File: src/rtl/generic_fifo_pkg.sv
// generic_fifo_pkg
// Shared definitions for the single-clock programmable FIFO:
//   LVL_Q0..LVL_Q3 : encodings of the quarter-fill 'level' output
//   cnt_width(aw)  : width of the occupancy counter for a 2**aw deep FIFO
//                    (one extra bit so that the value D itself is representable)
package generic_fifo_pkg;

  localparam logic [1:0] LVL_Q0 = 2'd0;  // cnt <  D/4
  localparam logic [1:0] LVL_Q1 = 2'd1;  // cnt <  D/2
  localparam logic [1:0] LVL_Q2 = 2'd2;  // cnt <  3D/4
  localparam logic [1:0] LVL_Q3 = 2'd3;  // cnt >= 3D/4

  function automatic int cnt_width(input int aw);
    return aw + 1;
  endfunction

endpackage

File: src/rtl/generic_dpram_sc.sv
// generic_dpram_sc
// Single-clock dual-port storage, DW x 2**AW words.
// One registered write port, one asynchronous read port. Contents are never
// initialised or cleared.
// Ports:
//   clk    : clock, write on rising edge
//   we     : write enable
//   waddr  : write address
//   din    : write data
//   raddr  : read address
//   rdata  : read data (combinational from raddr)
module generic_dpram_sc #(
  parameter int DW = 8,
  parameter int AW = 4
) (
  input  logic          clk,
  input  logic          we,
  input  logic [AW-1:0] waddr,
  input  logic [DW-1:0] din,
  input  logic [AW-1:0] raddr,
  output logic [DW-1:0] rdata
);

  logic [DW-1:0] mem [2**AW];

  always_ff @(posedge clk) begin
    if (we) mem[waddr] <= din;
  end

  assign rdata = mem[raddr];

endmodule

File: src/rtl/generic_fifo_sc_prog.sv
// generic_fifo_sc_prog
// Single-clock FIFO, 2**AW words of DW bits, with programmable almost-full /
// almost-empty thresholds, quarter-fill level, and sticky overflow/underflow.
//
// Handshake: a write is accepted at a rising edge iff we=1 and full=0; a read
// is accepted iff re=1 and empty=0. Requests that are not accepted are simply
// dropped (no retry), but set ovf/udf respectively.
//
// Optional feature macro: GENERIC_FIFO_SC_PROG_FWFT_EN
//   defined   : first-word fall-through, dout shows the head word while !empty
//   undefined : dout is registered, loaded at the edge a read is accepted
//
// Ports:
//   clk, rst (sync, active-low), clr (sync flush, active-high)
//   din/we : write side;  re/dout : read side
//   af_thr, ae_thr : live thresholds compared against registered cnt
//   full, full_n, empty, empty_n, almost_full, almost_empty : status
//   cnt : words held (0..D);  level : quarter-fill indicator
//   ovf, udf : sticky error flags, cleared by rst or clr
module generic_fifo_sc_prog
  import generic_fifo_pkg::*;
#(
  parameter int DW = 8,
  parameter int AW = 4
) (
  input  logic                    clk,
  input  logic                    rst,
  input  logic                    clr,
  input  logic [DW-1:0]           din,
  input  logic                    we,
  input  logic                    re,
  output logic [DW-1:0]           dout,
  input  logic [cnt_width(AW)-1:0] af_thr,
  input  logic [cnt_width(AW)-1:0] ae_thr,
  output logic                    full,
  output logic                    full_n,
  output logic                    empty,
  output logic                    empty_n,
  output logic                    almost_full,
  output logic                    almost_empty,
  output logic [cnt_width(AW)-1:0] cnt,
  output logic [1:0]              level,
  output logic                    ovf,
  output logic                    udf
);

  localparam int CW = cnt_width(AW);
  localparam int D  = 2**AW;
  localparam logic [CW-1:0] CNT_FULL = CW'(D);
  localparam logic [CW-1:0] CNT_Q1   = CW'(D / 4);
  localparam logic [CW-1:0] CNT_Q2   = CW'(D / 2);
  localparam logic [CW-1:0] CNT_Q3   = CW'((3 * D) / 4);

  logic [AW-1:0] wp, rp;
  logic [DW-1:0] rdata;
  logic          wr_ok, rd_ok, mem_we;
  logic [CW-1:0] cnt_nxt;

  // Acceptance uses the registered flags, so a full FIFO with we=re=1 only
  // reads and an empty FIFO with we=re=1 only writes.
  assign wr_ok  = we & ~full;
  assign rd_ok  = re & ~empty;
  // Reset and flush both suppress the storage write of that cycle.
  assign mem_we = wr_ok & rst & ~clr;

  always_comb begin
    cnt_nxt = cnt;
    case ({wr_ok, rd_ok})
      2'b10:   cnt_nxt = cnt + 1'b1;
      2'b01:   cnt_nxt = cnt - 1'b1;
      default: cnt_nxt = cnt;
    endcase
  end

  always_ff @(posedge clk) begin
    if (!rst) begin
      wp    <= '0;
      rp    <= '0;
      cnt   <= '0;
      full  <= 1'b0;
      empty <= 1'b1;
      ovf   <= 1'b0;
      udf   <= 1'b0;
    end else if (clr) begin
      wp    <= '0;
      rp    <= '0;
      cnt   <= '0;
      full  <= 1'b0;
      empty <= 1'b1;
      ovf   <= 1'b0;
      udf   <= 1'b0;
    end else begin
      if (wr_ok) wp <= wp + 1'b1;
      if (rd_ok) rp <= rp + 1'b1;
      cnt   <= cnt_nxt;
      // Flags are registered from the next count so they line up with cnt.
      full  <= (cnt_nxt == CNT_FULL);
      empty <= (cnt_nxt == '0);
      if (we & full)  ovf <= 1'b1;
      if (re & empty) udf <= 1'b1;
    end
  end

  assign full_n       = ~full;
  assign empty_n      = ~empty;
  assign almost_full  = (cnt >= af_thr);
  assign almost_empty = (cnt <= ae_thr);

  always_comb begin
    if (cnt < CNT_Q1)      level = LVL_Q0;
    else if (cnt < CNT_Q2) level = LVL_Q1;
    else if (cnt < CNT_Q3) level = LVL_Q2;
    else                   level = LVL_Q3;
  end

  generic_dpram_sc #(.DW(DW), .AW(AW)) u_ram (
    .clk   (clk),
    .we    (mem_we),
    .waddr (wp),
    .din   (din),
    .raddr (rp),
    .rdata (rdata)
  );

`ifdef GENERIC_FIFO_SC_PROG_FWFT_EN
  // Head word is visible whenever data is held; forcing zero while empty
  // keeps never-written locations off the output.
  assign dout = empty ? '0 : rdata;
`else
  always_ff @(posedge clk) begin
    if (!rst)                dout <= '0;
    else if (!clr && rd_ok)  dout <= rdata;
  end
`endif

endmodule

File: config.mk
export PLATFORM = sky130hd
export DESIGN_NAME = generic_fifo_sc_prog
export DESIGN_NICKNAME = d
export VERILOG_FILES = /design/src/rtl/generic_fifo_pkg.sv /design/src/rtl/generic_dpram_sc.sv /design/src/rtl/generic_fifo_sc_prog.sv
export SDC_FILE = /design/constraint.sdc
export NUM_CORES = 1
export LEC_CHECK = 0
export ABC_CLOCK_PERIOD_IN_PS = 2900
export BUFFER_PORTS_ARGS = -buffer_cell sky130_fd_sc_hd__buf_2
export CAP_MARGIN = 40
export CORE_ASPECT_RATIO = 2
export CORE_MARGIN = 5
export CORE_UTILIZATION = 60
export DETAILED_ROUTE_END_ITERATION = 8
export MAX_ROUTING_LAYER = met4
export PLACE_DENSITY_LB_ADDON = 0.3
export SYNTH_ARGS = -nofsm -noshare
export SYNTH_HDL_FRONTEND = slang
export SYNTH_SLANG_ARGS = --single-unit
File: constraint.sdc
create_clock -name clk -period 2.9 [get_ports clk]
set_input_delay 0 -clock clk [delete_from_list [all_inputs] [get_ports clk]]
set_output_delay 0 -clock clk [all_outputs]
set_load 0.005 [all_outputs]
# Word level (Yosys, flattened, before mapping)
# Memories as Yosys holds them, arrays and structs flattened. A register that Yosys moved wholly into a read port is not among the register bits.
# Index checks and enable logic that the tools add are counted.
# op_classes
add_sub_neg,4
multipliers,0
mux,6
n_eq_ne,3
reduce_logical,5
bitwise_logic,10
div_mod_pow,0
shifts,0
order_cmp,5
# ops
op,n
$lt A5 B4 Y1 const B,2
$pmux W5 S2,1
$add A4 B1 Y4 const B,2
$and A1 B1 Y1,6
$add A5 B1 Y5 const B,1
$eq A5 B5 Y1 const B,1
$ge A5 B5 Y1,1
$le A5 B5 Y1,1
$logic_not A5 Y1,1
$lt A5 B3 Y1 const B,1
$sub A5 B1 Y5 const B,1
$mux W2,2
$not A1 Y1,4
$mux W1,3
$eq A2 B1 Y1 const B,1
$eq A2 B2 Y1 const B,1
$logic_not A1 Y1,2
$reduce_or A2 Y1,1
$logic_and A1 B1 Y1,1
# word_totals
mem_count,1
romBits,0
ff_bits,17
in_bits,23
output_inout_bits,23
elab_cells,41
latch_bits,0
mem_bits_rw,128
# mem_list
memory,words,word_bits,read_ports,rd_ports_with_merged_regs,write_ports,line_no,text
u_ram.mem,16,8,1,1,1,generic_dpram_sc.sv:24,logic [DW-1:0] mem [2**AW];

# Logic depth before layout (Yosys ltp)
# Gate-level depths: netlist (run 1).
# logic_depth
word_depth,6
depth_mapped,12
depth_no_buf,10

# Cells and area by module
# Synthesis (run 1) repeated with hierarchy kept, for this count alone.
# unflattened
hier_cells,375
area_unflattened_um2,6394.9
# by_module_without_submodules
mod,area_per_inst_um2,seq_area_each_um2,instances,cells_each
generic_dpram_sc,4987.3,3843.7,1,221
generic_fifo_sc_prog,1407.6,500.5,1,154

# Worst setup path before layout (run 1)
# Ideal clock, no wire load.
# synth_path
kind,flip-flop to flip-flop
start,reg full
end,reg empty
required_ns,2.769
t_arrival_ns,2.449
synth_period_minus_slack_ns,2.580
setup_time_ns,0.131
n_path_buf,2
stages_incl_launch_ff,13
setup_slack_ns,0.320
path_cell_list,dfxtp_1 nor2b_1 clkbuf_1 inv_1 ha_1 buf_2 xor2_1 ha_1 a21oi_1 or3_1 a311oi_2 mux2i_1 a21oi_1
# synth_via
elab_chain_cells,5
elab_cells_between_ends,6
classes_between,eq/ne (2); mux (1); bitwise (2); reduce/logical (1)
# synth_rtl
element,line_no,text
start: declaration,generic_fifo_sc_prog.sv:35,"output logic full,"
start signal: assignment,generic_fifo_sc_prog.sv:97,full <= (cnt_nxt == CNT_FULL);
$not A1 Y1 *,generic_fifo_sc_prog.sv:61,assign wr_ok = we & ~full;
$and A1 B1 Y1 *,generic_fifo_sc_prog.sv:61,
$eq A2 B1 Y1 / $eq A2 B2 Y1 (equally long branches),generic_fifo_sc_prog.sv:68,"case ({wr_ok, rd_ok})"
$pmux W5 S2 *,generic_fifo_sc_prog.sv:68,
$logic_not A5 Y1 *,generic_fifo_sc_prog.sv:98,empty <= (cnt_nxt == '0);
end signal: assignment,generic_fifo_sc_prog.sv:98,
end: declaration,generic_fifo_sc_prog.sv:37,"output logic empty,"
# Every way passes the cells marked *; elsewhere a longest branch is shown, timed or not.
# A chain may end at the register's enable or synchronous reset.

# Final worst setup path (run 1)
# Same ends and word-level chain as after synthesis.

==> results.md, run 1 <==
- Vias in the first global route: 3809
- Clock tree sinks: 153
- DRC viols: 0
- # rows: 53
- Final max-slew violation count: 0
- CP endpoint kind: flip-flop
- Top FF cell, synth: edfxtp_1
- Synth Instances: 391
- Syn_nets: 432
- Max Freq: 421.8 MHz
- RSZ-0062 raised after global routing: no
- Most frequent cells in the layout: 128 x edfxtp_1, 45 x buf_2, 42 x nor2_1
- Total negative slack: 0 ps
- Antenna Nets Post-Route: 0
- Clock transition at path regs: 60 ps
- CTS tree: yes
- 1st-iter DRT viols: 268
- Drt total wl: 12800 um
- GRT overflow: 0
- Fin. Hold Viols: 0
- Initial antenna violation count: 0
- Final min period: 2371 ps
- All-Layer GR Usage: 0.2197
- Area of the core: 0.01048 sq mm
- Power, Total: 4.944 mW
- P_leak: 2.731 nW
- CP arrival: 2650 ps
- Io pins: 46
- Initial Util: 0.6090
- Startpoint types: flip-flop
- DP Area: 0.006814 sq mm
- Critical path class: flip-flop to flip-flop
- Via count: 3619
- Hold Crit Class: input port to flip-flop
- Chip height: 155.8 um
- Synth Area per Inst: 16.32 sq um
- CTS resizes: 0
- CTS Buffer Depth: 2
- Layout Skew: 6.847 ps
- Share of post-route cells with drive strength above 1: 0.2818
- Ant. Diodes: 0
- Placer Congestion: 0.8380
- Status: completed
- CTS root buf: clkbuf_16
- Area growth, synth to finish: 18.90%
- # port buffers: 45
- Cell Area, Synth: 0.006381 sq mm
- Max_slew headroom: 0.4399
- Die Wd: 82.92 um
- HPWL Detailed: 8610 um
- Slew @ Worst Pin: 837.0 ps
- Die area: 0.01292 sq mm
- PD cells: 651.7 mW/mm^2
- EDFF count, synth: 128
- WP data required: 3180 ps
- Post-synthesis sequential area ratio: 0.6808
- Flops & latches, synth: 153
- Final instance area: 0.007587 sq mm
- Vias per cell: 5.875
- Max_cap viols: 0
- Worst skew pair latency: 410 ps
- Setup-failing EPs final: 0
- Most common cell after layout, fill and taps aside: edfxtp_1
- # H-tree levels: 4
- First-pass GRT wire length: 20530 um
- CTS Hold Bufs: 13
- CP Max Fanout: 4
- Wire per inst: 20.77 um
- Maximum VDD drop: 0.4719 mV
- Ys async rst share: 0
- Ys Warns: 0
- Final worst path period share: 0.8176
- CTS Buf Count: 17
- Largest net degree at the start of global routing: 36
- Final net count: 507
- Setup bufs post-CTS: 0
- DRT Pass-1 Iters: 5
- Distinct cells, synth: 41
## where the power goes
| part | internal [mW] | switching (mW) |
|---|---|---|
| logic | 0.0873 | 0.103 |
| registers | 2.39 | 0.0114 |
| clock network | 1.49 | 0.858 |
| total | 3.97 | 0.972 |
## Yosys cell counts (2+ instances only)
cell,number,area share
a211oi_1,2,0.0024
a21o_1,4,0.0047
a21oi_1,8,0.0063
a22o_1,16,0.022
buf_2,6,0.0047
buf_4,2,0.0024
buf_6,4,0.0071
clkbuf_1,10,0.0059
dfxtp_1,25,0.078
edfxtp_1,128,0.60
ha_1,18,0.035
inv_1,15,0.0088
mux2i_1,4,0.0063
mux4_2,32,0.11
nand2_1,17,0.010
nand2b_1,3,0.0029
nand3_1,2,0.0016
nand4_1,2,0.0020
nor2_1,42,0.025
nor2b_1,8,0.0078
o21a_1,4,0.0047
o22ai_1,9,0.0088
or2_2,2,0.0020
or3_1,2,0.0020
xnor2_1,3,0.0041
xor2_1,8,0.011
## area by class of cell
class,instances,area (sq um)
clock buffers,19,452.9
well taps,137,171.4
repair buffers,78,518.0
fillers,657,2890
clock inverters,13,190.2
inverters,15,56.30
flip-flops and latches,153,4345
multi-input cells,201,1853
## cell families after synthesis
| group | synth area share |
|---|---|
| fa+ha+maj | 0.03529 |
| flops | 0.6808 |
| buf+inv | 0.02882 |
| xor+xnor | 0.01510 |
| mux | 0.1192 |
| simple gates | 0.06490 |
| compound gates | 0.05588 |
## final timing paths
kind / startpoint / endpoint / slack [ps] / cells past startpoint
worst max-delay path: full / empty / 530 / 10
worst min-delay path: we / ovf / 370 / 4
worst max register to register: full / empty / 530 / 10
worst min register to register: dout[2] / dout[2] / 470 / 2
## flip-flops by register name (all words and copies together) (netlist names)
register	cells
u_ram.mem	128
dout	8
cnt	5
rp	4
wp	4
empty	1
full	1
ovf	1
udf	1
## worst max-delay path, cell delays in order, from the launching register on
cell and delay (ps):
dfxtp_1 330, nor2b_1 140, inv_1 80, ha_1 230, xor2_1 200, ha_1 240
a21oi_1 80, or3_1 320, a311oi_2 300, mux2i_1 270, a21oi_1 60
## per-stage QoR
stage	hold slack, ps	worst slack (ps)	utilization	cells
finish	370.7	529.1	0.7241	616
global route	386.5	329.0	0.7241	616
CTS	358.1	515.2	0.7241	616
floorplan	98.87	319.5	-	391
detailed placement	257.7	534.0	0.6503	571
global placement	255.4	632.9	0.6503	571
## per-layer routing
layer  routed length, um  global-route usage
met1                4538              0.2281
met2                7407              0.4054
met3                 500             0.04123
met4                 350             0.08730
met5                   0                   -
No activity file was read; power rests on OpenSTA's default activity.
==> run 2, diff against run 1 <==
--- a/config.mk
+++ b/config.mk
@@ -5,12 +5,12 @@
 export SDC_FILE = /design/constraint.sdc
 export NUM_CORES = 1
 export LEC_CHECK = 0
-export ABC_CLOCK_PERIOD_IN_PS = 2900
+export ABC_CLOCK_PERIOD_IN_PS = 2070
 export BUFFER_PORTS_ARGS = -buffer_cell sky130_fd_sc_hd__buf_2
 export CAP_MARGIN = 40
 export CORE_ASPECT_RATIO = 2
 export CORE_MARGIN = 5
-export CORE_UTILIZATION = 60
+export CORE_UTILIZATION = 54
 export DETAILED_ROUTE_END_ITERATION = 8
 export MAX_ROUTING_LAYER = met4
 export PLACE_DENSITY_LB_ADDON = 0.3
==> constraint.sdc (replaced) <==
create_clock -name clk -period 2.07 [get_ports clk]
set_input_delay 0 -clock clk [delete_from_list [all_inputs] [get_ports clk]]
set_output_delay 0 -clock clk [all_outputs]
set_load 0.005 [all_outputs]
==> run 2 against run 1 <==
The run now ends with negative setup slack left. Maximum frequency up 11%. Setup slack worse by 600 ps. Combinational power up 56%. First-iteration DRC count up 20%. Core utilization down 6.4 points. Sequential share of layout area down 0.51 points. Critical path type unchanged.
==> results.md, run 2 (same netlist as run 1, synthesis figures left out) <==
- Wire per inst: 20.56 um (was 20.77 um)
- P_leak: 2.780 nW (was 2.731 nW)
- CP cell instances: nor2b_4, inv_4, ha_4, xor2_1, ha_2, a21oi_1, or3_1, a311oi_2, mux2i_1, a21oi_1 (was nor2b_1, inv_1, ha_1, xor2_1, ha_1, a21oi_1, or3_1, a311oi_2, mux2i_1, a21oi_1)
- Worst r2r path cells: 10 (unchanged)
- Final min period: 2138 ps (was 2371 ps)
- Die Wd: 86.87 um (was 82.92 um)
- WP data required: 2340 ps (was 3180 ps)
- PD cells: 847.0 mW/mm^2 (was 651.7 mW/mm^2)
- Status: finished, violations left (was completed)
- Critical path class: flip-flop to flip-flop (unchanged)
- Via count: 3606 (was 3619)
- Setup-failing EPs final: 2 (was 0)
- Ant. Diodes: 0 (unchanged)
- Final max-slew violation count: 0 (unchanged)
- HPWL Detailed: 9135 um (was 8610 um)
- Initial antenna violation count: 0 (unchanged)
- Clock tree sinks: 153 (unchanged)
- # H-tree levels: 4 (unchanged)
- RR Startpoint: full (unchanged)
- Max_slew headroom: 0.5713 (was 0.4399)
- Failing checks: negative setup slack
- Die area: 0.01422 sq mm (was 0.01292 sq mm)
- DP Area: 0.006948 sq mm (was 0.006814 sq mm)
- CP endpoint kind: flip-flop (unchanged)
- Largest Register: u_ram.mem (unchanged)
- Reg-to-reg endpoint: empty (unchanged)
- CTS root buf: clkbuf_16 (unchanged)
- Startpoint types: flip-flop (unchanged)
- Final net count: 522 (was 507)
- CP max stage cell: dfxtp_2 (was dfxtp_1)
- Setup WS post-layout: -68.12 ps (was 529.1 ps)
- Share of post-route cells with drive strength above 1: 0.3252 (was 0.2818)
- CTS Buffer Depth: 2 (unchanged)
- Maximum VDD drop: 0.6483 mV (was 0.4719 mV)
- All-Layer GR Usage: 0.2020 (was 0.2197)
- Chip height: 163.7 um (was 155.8 um)
- Vias per cell: 5.661 (was 5.875)
- Clock transition at path regs: 50 ps (was 60 ps)
- Max reg flops: 128 (unchanged)
- 1st-iter DRT viols: 321 (was 268)
- Reg2reg setup slack: -70 ps (was 530 ps)
- Layout Skew: 6.547 ps (was 6.847 ps)
- CP arrival: 2410 ps (was 2650 ps)
- Vias in the first global route: 3776 (was 3809)
- Area of the core: 0.01163 sq mm (was 0.01048 sq mm)
- Top cell by count, worst path: a21oi_1
- Largest net degree at the start of global routing: 24 (was 36)
- Placer Congestion: 0.8222 (was 0.8380)
- RSZ-0062 raised after global routing: yes (was no)
- First-pass GRT wire length: 20150 um (was 20530 um)
- CTS tree: yes (unchanged)
- Fin. Hold Viols: 0 (unchanged)
- Io pins: 46 (unchanged)
- Min-delay src: clr (was we)
- Area growth, synth to finish: 20.27% (was 18.90%)
- Final instance area: 0.007675 sq mm (was 0.007587 sq mm)
- DRT Pass-1 Iters: 6 (was 5)
- Antenna Nets Post-Route: 0 (unchanged)
- Most common cell after layout, fill and taps aside: edfxtp_1 (unchanged)
- Slew @ Worst Pin: 641.7 ps (was 837.0 ps)
- GRT overflow: 0 (unchanged)
- # rows: 56 (was 53)
- Max_cap viols: 0 (unchanged)
- Drt total wl: 13100 um (was 12800 um)
- Hold Crit Class: input port to flip-flop (unchanged)
- CTS Buf Count: 17 (unchanged)
- Hold path endpoint: empty (was ovf)
- # port buffers: 45 (unchanged)
- Initial Util: 0.5486 (was 0.6090)
- DRC viols: 0 (unchanged)
- Total negative slack: -81.45 ps (was 0 ps)
- Final worst path period share: 1.033 (was 0.8176)
- CP peak stage delay: 330 ps (about the same)
- Hold Path Cell Cnt: 3 (was 4)
- CP Max Fanout: 2 (was 4)
- Max Freq: 467.7 MHz (was 421.8 MHz)
- Worst skew pair latency: 410 ps (about the same)
- Largest regs: u_ram.mem x128, dout x8, cnt x5 (unchanged)
- Most frequent cells in the layout: 128 x edfxtp_1, 45 x buf_2, 42 x nor2_1 (unchanged)
==> run 2: worst max path at each step <==
stage	startpoint	to
4_1_cts	full	empty
3_3_place_gp	full	empty
5_1_grt	full	empty
6_report	full	empty
3_5_place_dp	full	full
2_1_floorplan	full	empty
==> run 2: per-stage QoR <==
stage	setup slack [ps]	power (mW)	hold WS, ps	instances	util
after detailed placement	-214.0	3.700	265.6	593	0.5974
after global routing	-207.1	6.727	37.51	637	0.6599
after global placement	-191.9	3.686	248.8	593	0.5974
after CTS	-63.87	6.537	6.658	636	0.6569
after floorplan	-307.5	3.579	98.87	391	-
final	-68.12	6.501	18.67	637	0.6599
==> run 2: repair_timing <==
action,in CTS,in global routing
setup endpoints to repair,6,6
cloned,0,0
setup buffers,2,1
resized for setup,8,7
pin swaps,2,4
endpoints found under the hold margin,138,0
hold buffers,11,0
==> run 2: area by class of cell <==
class | instances | area, sq um
repair buffers | 93 | 629.4
multi-input cells | 201 | 1907
flip-flops and latches | 153 | 4357
inverters | 15 | 58.81
clock inverters | 10 | 105.1
well taps | 145 | 181.4
fillers | 838 | 3956
clock buffers | 20 | 436.7
==> run 2: worst max-delay path, delay by kind of cell, from the launching register on <==
family	cells	cell delay, ps
AO/OA/AOI/OAI	3	420
XOR/XNOR	1	130
adder cells (fa/ha/maj)	2	340
buffers and inverters	1	50
flip-flops	1	330
multiplexers	1	260
AND/OR/NAND/NOR	2	460
==> run 2: where the power goes <==
part           leakage (nW)  switching [mW]  internal (mW)  total (mW)
clock                 0.268            1.10           1.74        2.84
sequential             1.36          0.0121           3.35        3.36
combinational          1.15           0.158          0.140       0.297
==> run 2: per-layer routing <==
metal  global-route usage  routed length (um)  up-vias
met5                    -                   0        -
met4              0.06667                 174        0
met3              0.04317                 562       13
met2               0.3706                7723      102
met1               0.2091                4636     1813
li1                     -                   -     1678
==> run 3, diff against run 2 <==
--- a/config.mk
+++ b/config.mk
@@ -8,7 +8,7 @@
 export ABC_CLOCK_PERIOD_IN_PS = 2070
 export BUFFER_PORTS_ARGS = -buffer_cell sky130_fd_sc_hd__buf_2
 export CAP_MARGIN = 40
-export CORE_ASPECT_RATIO = 2
+export CORE_ASPECT_RATIO = 0.5
 export CORE_MARGIN = 5
 export CORE_UTILIZATION = 54
 export DETAILED_ROUTE_END_ITERATION = 8
==> run 3 against run 2 <==
The run still ends with negative setup slack left. First-iteration DRC count fell by 35%. Routed wire length shrank 3.2%. Largest power group unchanged. Count of clock-buffer cells in the layout fell by 3. Cell area rose by 2.9%. Highest routed layer unchanged.
==> results.md, run 3 (same netlist as run 1, synthesis figures left out) <==
- Startpoint types: flip-flop (unchanged)
- Sequential share of power: 0.494 (was 0.517)
- Max Freq: 463.1 MHz (was 467.7 MHz)
- Initial Util: 0.5453 (was 0.5486)
- Area growth, synth to finish: 23.76% (was 20.27%)
- RR Startpoint: full (unchanged)
- Largest regs: u_ram.mem x128, dout x8, cnt x5 (unchanged)
- Setup WS post-layout: -89.17 ps (was -68.12 ps)
- Most frequent cells in the layout: 128 x edfxtp_1, 45 x buf_2, 45 x buf_4 (was 128 x edfxtp_1, 45 x buf_2, 42 x nor2_1)
- 1st-iter DRT viols: 210 (was 321)
- Status: finished, violations left (unchanged)
- CP endpoint kind: flip-flop (unchanged)
- Total negative slack: -187.4 ps (was -81.45 ps)
- DRC viols: 0 (unchanged)
- Clock tree sinks: 153 (unchanged)
- Wire per inst: 18.93 um (was 20.56 um)
- Final net count: 533 (was 522)
- PD cells: 861.4 mW/mm^2 (was 847.0 mW/mm^2)
- Fin. Hold Viols: 0 (unchanged)
- Failing checks: negative setup slack (unchanged)
- RSZ-0062 raised after global routing: yes (unchanged)
- Layout Skew: 6.132 ps (was 6.547 ps)
- P_leak: 2.876 nW (was 2.780 nW)
- Hold Crit Class: input port to flip-flop (unchanged)
- CP arrival: 2460 ps (was 2410 ps)
- Final max-slew violation count: 0 (unchanged)
- Switching share of power: 0.2172 (was 0.1948)
- Worst r2r path cells: 11 (was 10)
- Slew @ Worst Pin: 594.6 ps (was 641.7 ps)
- # rows: 28 (was 56)
- Comb power frac: 0.045 (was 0.046)
- Critical path class: flip-flop to flip-flop (unchanged)
- Largest net degree at the start of global routing: 31 (was 24)
- Placer Congestion: 0.7854 (was 0.8222)
- Max reg flops: 128 (unchanged)
- Max_cap viols: 0 (unchanged)
- All-Layer GR Usage: 0.1991 (was 0.2020)
- Die area: 0.01422 sq mm (unchanged)
- Share of post-route cells with drive strength above 1: 0.3564 (was 0.3252)
- Setup crit end: full (was empty)
- CTS Buf Count: 17 (unchanged)
- Crit path from: full (unchanged)
- Antenna Nets Post-Route: 0 (unchanged)
- Initial antenna violation count: 0 (unchanged)
- Die Wd: 163.7 um (was 86.87 um)
- Via count: 3674 (was 3606)
- Reg2reg setup slack: -90 ps (was -70 ps)
- Ant. Diodes: 0 (unchanged)
- Setup-failing EPs final: 3 (was 2)
- Chip height: 86.87 um (was 163.7 um)
- Maximum VDD drop: 0.5763 mV (was 0.6483 mV)
- Worst skew pair latency: 420 ps (was 410 ps)
- Most common cell after layout, fill and taps aside: edfxtp_1 (unchanged)
- Vias in the first global route: 3720 (was 3776)
- CTS Buffer Depth: 2 (unchanged)
- DRT Pass-1 Iters: 5 (was 6)
- Internal Power: 5.325 mW (was 5.234 mW)
- Power, Total: 6.803 mW (was 6.501 mW)
- Final min period: 2159 ps (was 2138 ps)
- Final worst hold slack: 60.34 ps (was 18.67 ps)
- Vias per cell: 5.484 (was 5.661)
- CTS tree: yes (unchanged)
- Switching power: 1.478 mW (was 1.266 mW)
- Io pins: 46 (unchanged)
- Reg-to-reg endpoint: full (was empty)
- GRT overflow: 0 (unchanged)
- Clock transition at path regs: 60 ps (was 50 ps)
- Drt total wl: 12680 um (was 13100 um)
- # H-tree levels: 4 (unchanged)
- HPWL Detailed: 8196 um (was 9135 um)
- Clock share of power: 0.460 (was 0.437)
- Area of the core: 0.01170 sq mm (was 0.01163 sq mm)
- CTS root buf: clkbuf_16 (unchanged)
- Final worst path period share: 1.043 (was 1.033)
- First-pass GRT wire length: 20070 um (was 20150 um)
- CP Max Fanout: 2 (unchanged)
- # port buffers: 45 (unchanged)
- WP data required: 2370 ps (was 2340 ps)
- Largest Register: u_ram.mem (unchanged)
- Max_slew headroom: 0.6028 (was 0.5713)
==> run 3: cell types whose count changed in the layout (fill, tap and decap cells not counted), sizes merged <==
cell and change:
buf +11, clkbuf -3, clkinvlp +1, inv +9
clkinv -5
==> run 3: power groups by stage <==
stage	clock network (mW)	logic [mW]	registers (mW)
floorplan	0	0.151	3.43
global placement	0	0.260	3.43
detailed placement	0	0.267	3.43
CTS	3.18	0.296	3.36
global route	3.36	0.342	3.36
finish	3.13	0.309	3.36
==> run 3: through the flow <==
step,instances,setup WS (ps),utilization,area (sq um)
after global placement,619,-194.8,0.6008,7030
after global routing,670,-167.8,0.6749,7898
after CTS,664,-92.70,0.6649,7780
after floorplan,391,-307.5,-,6410
final,670,-89.17,0.6749,7898
after detailed placement,619,-238.3,0.6008,7030
==> run 3: worst max-delay path: stages (launching register included) <==
cell and delay [ps]:
dfxtp_2 330, nor2b_4 140, inv_4 50, ha_4 150, xor2_1 150, ha_2 210
a21oi_2 60, or3_4 340, a311oi_4 270, buf_4 180, xnor2_2 100, nor3_2 50
==> run 3: layout make-up <==
class / count / area, sq um
inverters: 15 / 58.81
fillers: 803 / 3804
flip-flops and latches: 153 / 4353
repair buffers: 104 / 724.4
clock buffers: 17 / 425.4
clock inverters: 15 / 177.7
multi-input cells: 201 / 1952
well taps: 165 / 206.4
==> run 3: worst min path at each step <==
stage / endpoint / slack, ps / cells after the start / startpoint
after global placement: udf / 250 / 3 / re
final: dout[7] / 60 / 4 / rst
after floorplan: u_ram.mem[0][0] / 100 / 0 / din[0]
after detailed placement: ovf / 250 / 3 / we
after CTS: dout[7] / 50 / 4 / rst
after global routing: dout[4] / 60 / 4 / rst
==> run 3: layer usage <==
layer / vias to the layer above / wire length (um) / GRT usage / part of all wire
met2: 116 / 6172 / 0.3137 / 0.49
met4: 0 / 101 / 0.04414 / 0.0080
met5: - / 0 / - / 0
li1: 1717 / - / - / -
met3: 9 / 831 / 0.05248 / 0.066
met1: 1832 / 5576 / 0.2664 / 0.44
==> run 3: timing repair <==
| item | CTS | global route |
|---|---|---|
| buffers inserted | 2 | 6 |
| hold buffers | 11 | 0 |
| endpoints found under the setup margin | 5 | 6 |
| pin swaps | 2 | 3 |
| resized for setup | 6 | 14 |
| hold endpoints to repair | 132 | 0 |
